File: config.mk
export PLATFORM = sky130hd
export DESIGN_NAME = sprite_plotter_flat
export DESIGN_NICKNAME = d
export VERILOG_FILES = /design/src/rtl/sprite_plotter_pkg.sv /design/src/rtl/sprite_plotter_if.sv /design/src/rtl/sprite_plotter_pixel_scanner.sv /design/src/rtl/sprite_plotter.sv /design/src/flat_wrapper.sv
export SDC_FILE = /design/constraint.sdc
export NUM_CORES = 1
export LEC_CHECK = 0
export CORE_MARGIN = 3
export CORE_UTILIZATION = 28
export CTS_BUF_LIST = sky130_fd_sc_hd__clkbuf_4 sky130_fd_sc_hd__clkbuf_8
export CTS_CLUSTER_DIAMETER = 60
export DETAILED_ROUTE_END_ITERATION = 7
export PLACE_DENSITY = 0.52
export SETUP_SLACK_MARGIN = 0.2
export SKIP_CTS_REPAIR_TIMING = 1
export SLEW_MARGIN = 20
export SYNTH_ARGS = -nofsm -noshare
export SYNTH_HDL_FRONTEND = slang
export SYNTH_SLANG_ARGS = --single-unit
export TNS_END_PERCENT = 20
File: constraint.sdc
create_clock -name CLOCK_50 -period 3.5 [get_ports CLOCK_50]
set_input_delay 0.7 -clock CLOCK_50 [delete_from_list [all_inputs] [get_ports CLOCK_50]]
set_output_delay 0.7 -clock CLOCK_50 [all_outputs]
set_load 0.01 [all_outputs]
File: src/rtl/sprite_plotter_pkg.sv
// sprite_plotter_pkg: colours, FSM states and slot origin tables for the sprite draw engine
package sprite_plotter_pkg;

   localparam logic [2:0] BLACK = 3'b000;
   localparam logic [2:0] WHITE = 3'b111;
   localparam logic [2:0] RED   = 3'b100;
   localparam logic [2:0] GREEN = 3'b010;

   typedef enum logic [1:0] {IDLE, DRAW, LAST, DONE} state_t;

   localparam logic [7:0] PRESS_X [0:5] = '{8'd10, 8'd35, 8'd60, 8'd85, 8'd110, 8'd135};
   localparam logic [6:0] PRESS_Y       = 7'd20;
   localparam logic [7:0] GARB_X  [0:3] = '{8'd15, 8'd40, 8'd65, 8'd90};
   localparam logic [6:0] GARB_Y        = 7'd90;

   function automatic logic pos_valid(input logic itm, input logic [2:0] p);
      return itm ? p <= 3'd5 : p <= 3'd3;
   endfunction

   function automatic logic [7:0] origin_x(input logic itm, input logic [2:0] p);
      return itm ? (p > 3'd5 ? 8'd0 : PRESS_X[p]) : GARB_X[p[1:0]];
   endfunction

   function automatic logic [6:0] origin_y(input logic itm);
      return itm ? PRESS_Y : GARB_Y;
   endfunction

endpackage

File: src/rtl/sprite_plotter_if.sv
// sprite_plotter_if: draw command handshake from the game FSM plus the vga_adapter plot bus
interface sprite_plotter_if;
   logic       req;
   logic       item;
   logic       erase;
   logic [2:0] position;
   logic       busy;
   logic       done;
   logic [7:0] x;
   logic [6:0] y;
   logic [2:0] colour;
   logic       plot;
   modport master (output req, item, erase, position, input busy, done, x, y, colour, plot);
   modport slave  (input req, item, erase, position, output busy, done, x, y, colour, plot);
endinterface

File: src/rtl/sprite_plotter_pixel_scanner.sv
// pixel_scanner: raster counters; cx/cy present the coordinate being loaded this cycle
module pixel_scanner (
   input  logic       CLOCK_50,
   input  logic       reset_n,
   input  logic       clr,
   input  logic       step,
   input  logic [4:0] wm,
   input  logic [4:0] hm,
   output logic [4:0] cx,
   output logic [4:0] cy,
   output logic       is_last,
   output logic       is_border
);
   logic [4:0] rx, ry;

   // next coordinate and its classification, so outputs register in step with the FSM
   always_comb begin
      cx = clr ? 5'd0 : step ? (rx == wm ? 5'd0 : rx + 5'd1) : rx;
      cy = clr ? 5'd0 : (step && rx == wm) ? ry + 5'd1 : ry;
      is_last = cx == wm && cy == hm;
      is_border = cx == 5'd0 || cx == wm || cy == 5'd0 || cy == hm;
   end

   // counter state
   always_ff @(posedge CLOCK_50 or negedge reset_n)
      if (!reset_n) {rx, ry} <= '0;
      else {rx, ry} <= {cx, cy};
endmodule

File: src/rtl/sprite_plotter.sv
// sprite_plotter: answers draw commands by streaming one sprite pixel per clock to the vga_adapter
module sprite_plotter
   import sprite_plotter_pkg::*;
#(
   parameter int PRESS_W = 20,
   parameter int PRESS_H = 20,
   parameter int GARB_W  = 10,
   parameter int GARB_H  = 10
) (
   input logic CLOCK_50,
   input logic reset_n,
   sprite_plotter_if.slave bus
);
   localparam logic [4:0] PWM = 5'(PRESS_W - 1);
   localparam logic [4:0] PHM = 5'(PRESS_H - 1);
   localparam logic [4:0] GWM = 5'(GARB_W - 1);
   localparam logic [4:0] GHM = 5'(GARB_H - 1);

   state_t     state, state_n;
   logic       it, er, s_it, s_er, idle, step, is_last, is_border, drawing;
   logic [7:0] ox, s_ox, nx;
   logic [6:0] oy, s_oy, ny;
   logic [4:0] cx, cy, wm, hm;
   logic [2:0] col;

   // in IDLE the incoming command is used directly so the first pixel loads on the accept edge
   always_comb begin
      idle = state == IDLE;
      s_it = idle ? bus.item : it;
      s_er = idle ? bus.erase : er;
      s_ox = idle ? origin_x(bus.item, bus.position) : ox;
      s_oy = idle ? origin_y(bus.item) : oy;
      wm = s_it ? PWM : GWM;
      hm = s_it ? PHM : GHM;
      step = state == DRAW;
      state_n = idle ? (bus.req ? (pos_valid(bus.item, bus.position) ? (is_last ? LAST : DRAW) : DONE) : IDLE)
              : step ? (is_last ? LAST : DRAW)
              : state == LAST ? DONE : IDLE;
      drawing = state_n == DRAW || state_n == LAST;
      nx = s_ox + {3'd0, cx};
      ny = s_oy + {2'd0, cy};
      col = s_er ? BLACK : s_it ? (is_border ? WHITE : RED) : GREEN;
   end

   pixel_scanner u_scan (
      .CLOCK_50 (CLOCK_50),
      .reset_n  (reset_n),
      .clr      (idle),
      .step     (step),
      .wm       (wm),
      .hm       (hm),
      .cx       (cx),
      .cy       (cy),
      .is_last  (is_last),
      .is_border(is_border)
   );

   // FSM state register
   always_ff @(posedge CLOCK_50 or negedge reset_n)
      if (!reset_n) state <= IDLE;
      else state <= state_n;

   // command latch on accept
   always_ff @(posedge CLOCK_50 or negedge reset_n)
      if (!reset_n) {it, er, ox, oy} <= '0;
      else if (idle && bus.req) {it, er, ox, oy} <= {bus.item, bus.erase, s_ox, s_oy};

   // registered plot bus and handshake, reflecting the state being entered
   always_ff @(posedge CLOCK_50 or negedge reset_n)
      if (!reset_n) begin
         bus.plot <= 1'b0;
         bus.busy <= 1'b0;
         bus.done <= 1'b0;
         bus.x <= '0;
         bus.y <= '0;
         bus.colour <= '0;
      end else begin
         bus.plot <= drawing;
         bus.busy <= state_n != IDLE;
         bus.done <= state_n == DONE;
         if (drawing) {bus.x, bus.y, bus.colour} <= {nx, ny, col};
      end
endmodule
File: src/flat_wrapper.sv
// flat-port wrapper written by rule: the top's interface ports become plain ports
module sprite_plotter_flat import sprite_plotter_pkg::*;
#(
   parameter int PRESS_W = 20,
   parameter int PRESS_H = 20,
   parameter int GARB_W  = 10,
   parameter int GARB_H  = 10
)
  (CLOCK_50, reset_n, bus_req, bus_item, bus_erase, bus_position, bus_busy, bus_done, bus_x, bus_y, bus_colour, bus_plot);
  sprite_plotter_if bus_i ();
  input logic CLOCK_50;
  input logic reset_n;
  input wire logic [$bits(bus_i.req)-1:0] bus_req;
  input wire logic [$bits(bus_i.item)-1:0] bus_item;
  input wire logic [$bits(bus_i.erase)-1:0] bus_erase;
  input wire logic [$bits(bus_i.position)-1:0] bus_position;
  output wire logic [$bits(bus_i.busy)-1:0] bus_busy;
  output wire logic [$bits(bus_i.done)-1:0] bus_done;
  output wire logic [$bits(bus_i.x)-1:0] bus_x;
  output wire logic [$bits(bus_i.y)-1:0] bus_y;
  output wire logic [$bits(bus_i.colour)-1:0] bus_colour;
  output wire logic [$bits(bus_i.plot)-1:0] bus_plot;
  assign bus_i.req = bus_req;
  assign bus_i.item = bus_item;
  assign bus_i.erase = bus_erase;
  assign bus_i.position = bus_position;
  assign bus_busy = bus_i.busy;
  assign bus_done = bus_i.done;
  assign bus_x = bus_i.x;
  assign bus_y = bus_i.y;
  assign bus_colour = bus_i.colour;
  assign bus_plot = bus_i.plot;
  sprite_plotter #(.PRESS_W(PRESS_W), .PRESS_H(PRESS_H), .GARB_W(GARB_W), .GARB_H(GARB_H)) u_core (.CLOCK_50(CLOCK_50), .reset_n(reset_n), .bus(bus_i));
endmodule
==> qor.txt <==
RSZ-0062 raised after global routing = yes
Setup crit end kind = flop
std cell rows = 38
CTS tree = done
run status = complete, no violations
Yosys warnings = 0
total grt overflow = 0
Final Power = 3.18 mW
Antenna Cells = 0
design area = 0.00427 mm^2
Leak = 1.93 nW
drt wl/cell = 14.0 um
Setup-failing EPs final = 0
Critical Path AT = 3.34 ns
Placer Congestion = 0.835
Final min period = 3.15 ns
Tcrit/Tclk final = 90.1%
drt via density = 4.88
most frequent cell after synthesis = dfrtp_1
DRC = 0
FFs w/ async S/R, synth = 100%
Worst-path clk slew = 0.09 ns
PortBufs = 28
Placeable Area = 0.0109 mm^2
Hold Vio Cnt, Final = 0
Die H = 112 um
DRT Pass-1 Iters = 4
pwr/cell area = 745 mW/mm^2
ratio of cells with drive above 1 in the final layout = 30.6%
Clock Skew = 0.00590 ns
Rel. slew slack = 45.8%
# clock sinks = 50
worst vdd ir = 380 uV
Distinct cells, synth = 64
syn_nets = 359
Initial Util = 29.0%
register area share after synthesis = 39.5%
largest area contributor in the netlist = dfrtp_1
DP Area = 0.00395 mm^2
clk_lat worst skew = 0.30 ns
DP Wirelength = 5.72 mm
CP Class = reg -> reg
Post-Syn Area = 0.00317 mm^2
Worst Hold Class = reg -> reg
vias in the first global route = 2603
Slew Viols, Final = 0
Worst Tran Pin Value = 0.812 ns
Iter 0 DRT Violations = 127
nets@finish = 436
mux share of post-synthesis cell area = 6.24%
TritonCTS Buffers = 5
Synth Area in Compound Gates = 19.3%
Synth area leaders = dfrtp_1, ha_1, mux2_2, nand2_1, o21ai_0
H-tree levels = 2
Post-synth EDFFs = 0
largest family of logic cells by synthesized area = compound AO/OA/AOI/OAI gates
initial antenna violation count = 0
Max Freq = 317 MHz
DIE AREA = 0.0126 mm^2
total track usage = 12.2%
drt total wl = 7.69 mm
CP required = 3.69 ns
share of the synthesized area in the top cell type = 39.5%
Final Core Density = 39.0%
Synth Register Bits = 50
IO Pins = 29
ys flop type = dfrtp_1
number of max-cap violations = 0
Adder-Cell Fraction of Synth Area = 8.37%
Via Count = 2680
Layout area overhead = 34.6%
first-pass GRT wire length = 12.6 mm
clk buf depth = 2
CP Max Fanout = 8
crit path launch type = flop
Post-Synth Simple-Gate Area = 19.0%
Syn Area/Cell = 9.58 um^2
Syn Inst Count = 331
top cells by instance count after synthesis = dfrtp_1, nand2_1, o21ai_0
Root Driver = clkbuf_8
largest net degree at the start of global routing = 34
Synth Area in XOR/XNOR = 3.83%
Die X = 112 um
post-route ant nets = 0
-- cells in the final DEF, fill, tap and decap left out, types with 4 or more instances in the layout --
cell / instances
a21oi_1: 18
inv_1: 11
clkdlybuf4s50_1: 25
xnor2_1: 7
a21o_1: 8
nor2b_1: 5
nand3_1: 5
and2_1: 7
nor2_1: 20
o21ai_1: 4
ha_1: 14
xor2_1: 4
buf_4: 53
o21ai_0: 23
dfrtp_2: 4
o21bai_1: 4
nand4_1: 5
dfrtp_1: 46
mux2_2: 14
nand2b_1: 4
clkbuf_8: 5
a21oi_2: 5
mux2i_1: 4
nand2_1: 39
-- final timing paths --
| check | start | slack [ns] | to | cells past startpoint |
|---|---|---|---|---|
| max reg2reg | u_core.u_scan.rx[1] | 0.35 | u_core.bus.y[0] | 11 |
| max | u_core.u_scan.rx[1] | 0.35 | u_core.bus.y[0] | 11 |
| min in group asynchronous | reset_n | 0.48 | u_core.it | 1 |
| min | u_core.oy[4] | 0.47 | u_core.oy[4] | 1 |
| min reg2reg | u_core.oy[4] | 0.47 | u_core.oy[4] | 1 |
| max in group asynchronous | reset_n | 2.36 | u_core.bus.colour[1] | 2 |
-- worst max-delay path, cell delays in order (launching register included) --
cell and delay (ns):
dfrtp_1 0.44, ha_4 0.19, and3_4 0.18, o21ai_2 0.12, a31oi_2 0.06, or4_1 0.53, a211o_1 0.29, o21bai_4 0.19
o21a_1 0.21, ha_4 0.30, buf_4 0.18, mux2_2 0.34
-- metal layers --
metal	GRT usage, %	part of all wire [%]
met5	0	0
met4	3.93	1.8
met3	2.16	2.7
met2	20.3	50
met1	16.1	46
-- registers in the layout, summed over array words and instances (netlist names) --
signal             count
u_core.bus.plot        1
u_core.bus.y           7
u_core.er              1
u_core.state           2
u_core.u_scan.rx       5
u_core.it              1
u_core.bus.done        1
u_core.bus.x           8
u_core.ox              8
u_core.bus.colour      3
u_core.u_scan.ry       5
u_core.bus.busy        1
u_core.oy              7
-- stage by stage --
stage	hold WS, ns	cells	setup slack [ns]	setup TNS (ns)
after floorplan	0.404	331	0.215	0
after global placement	0.447	536	-0.348	-5.63
after detailed placement	0.451	536	-0.408	-6.63
after CTS	0.476	544	-0.126	-1.12
after global routing	0.492	549	0.160	0
final	0.472	549	0.347	0
-- cell type report --
cell class,instances,area (um^2)
well taps,140,175
flip-flops and latches,50,1260
inverters,11,41.3
multi-input cells,254,1950
fillers,1097,6670
repair buffers,86,732
clock inverters,1,30.0
clock buffers,7,83.8
-- where the power goes --
group | leakage [nW] | total (mW) | internal, mW | switching, mW
Clock | 0.0593 | 0.420 | 0.230 | 0.190
Sequential | 0.627 | 0.917 | 0.782 | 0.135
Combinational | 1.25 | 1.84 | 0.955 | 0.889
Total | 1.93 | 3.18 | 1.97 | 1.21
-- logic make-up after synthesis --
group / after synthesis
multiplexers: 18
buffers and inverters: 27
adder cells (fa/ha/maj): 20
flip-flops: 50
XOR/XNOR: 13
AO/OA/AOI/OAI: 93
AND/OR/NAND/NOR: 110
Note: power is estimated with default switching activity, not from simulation.
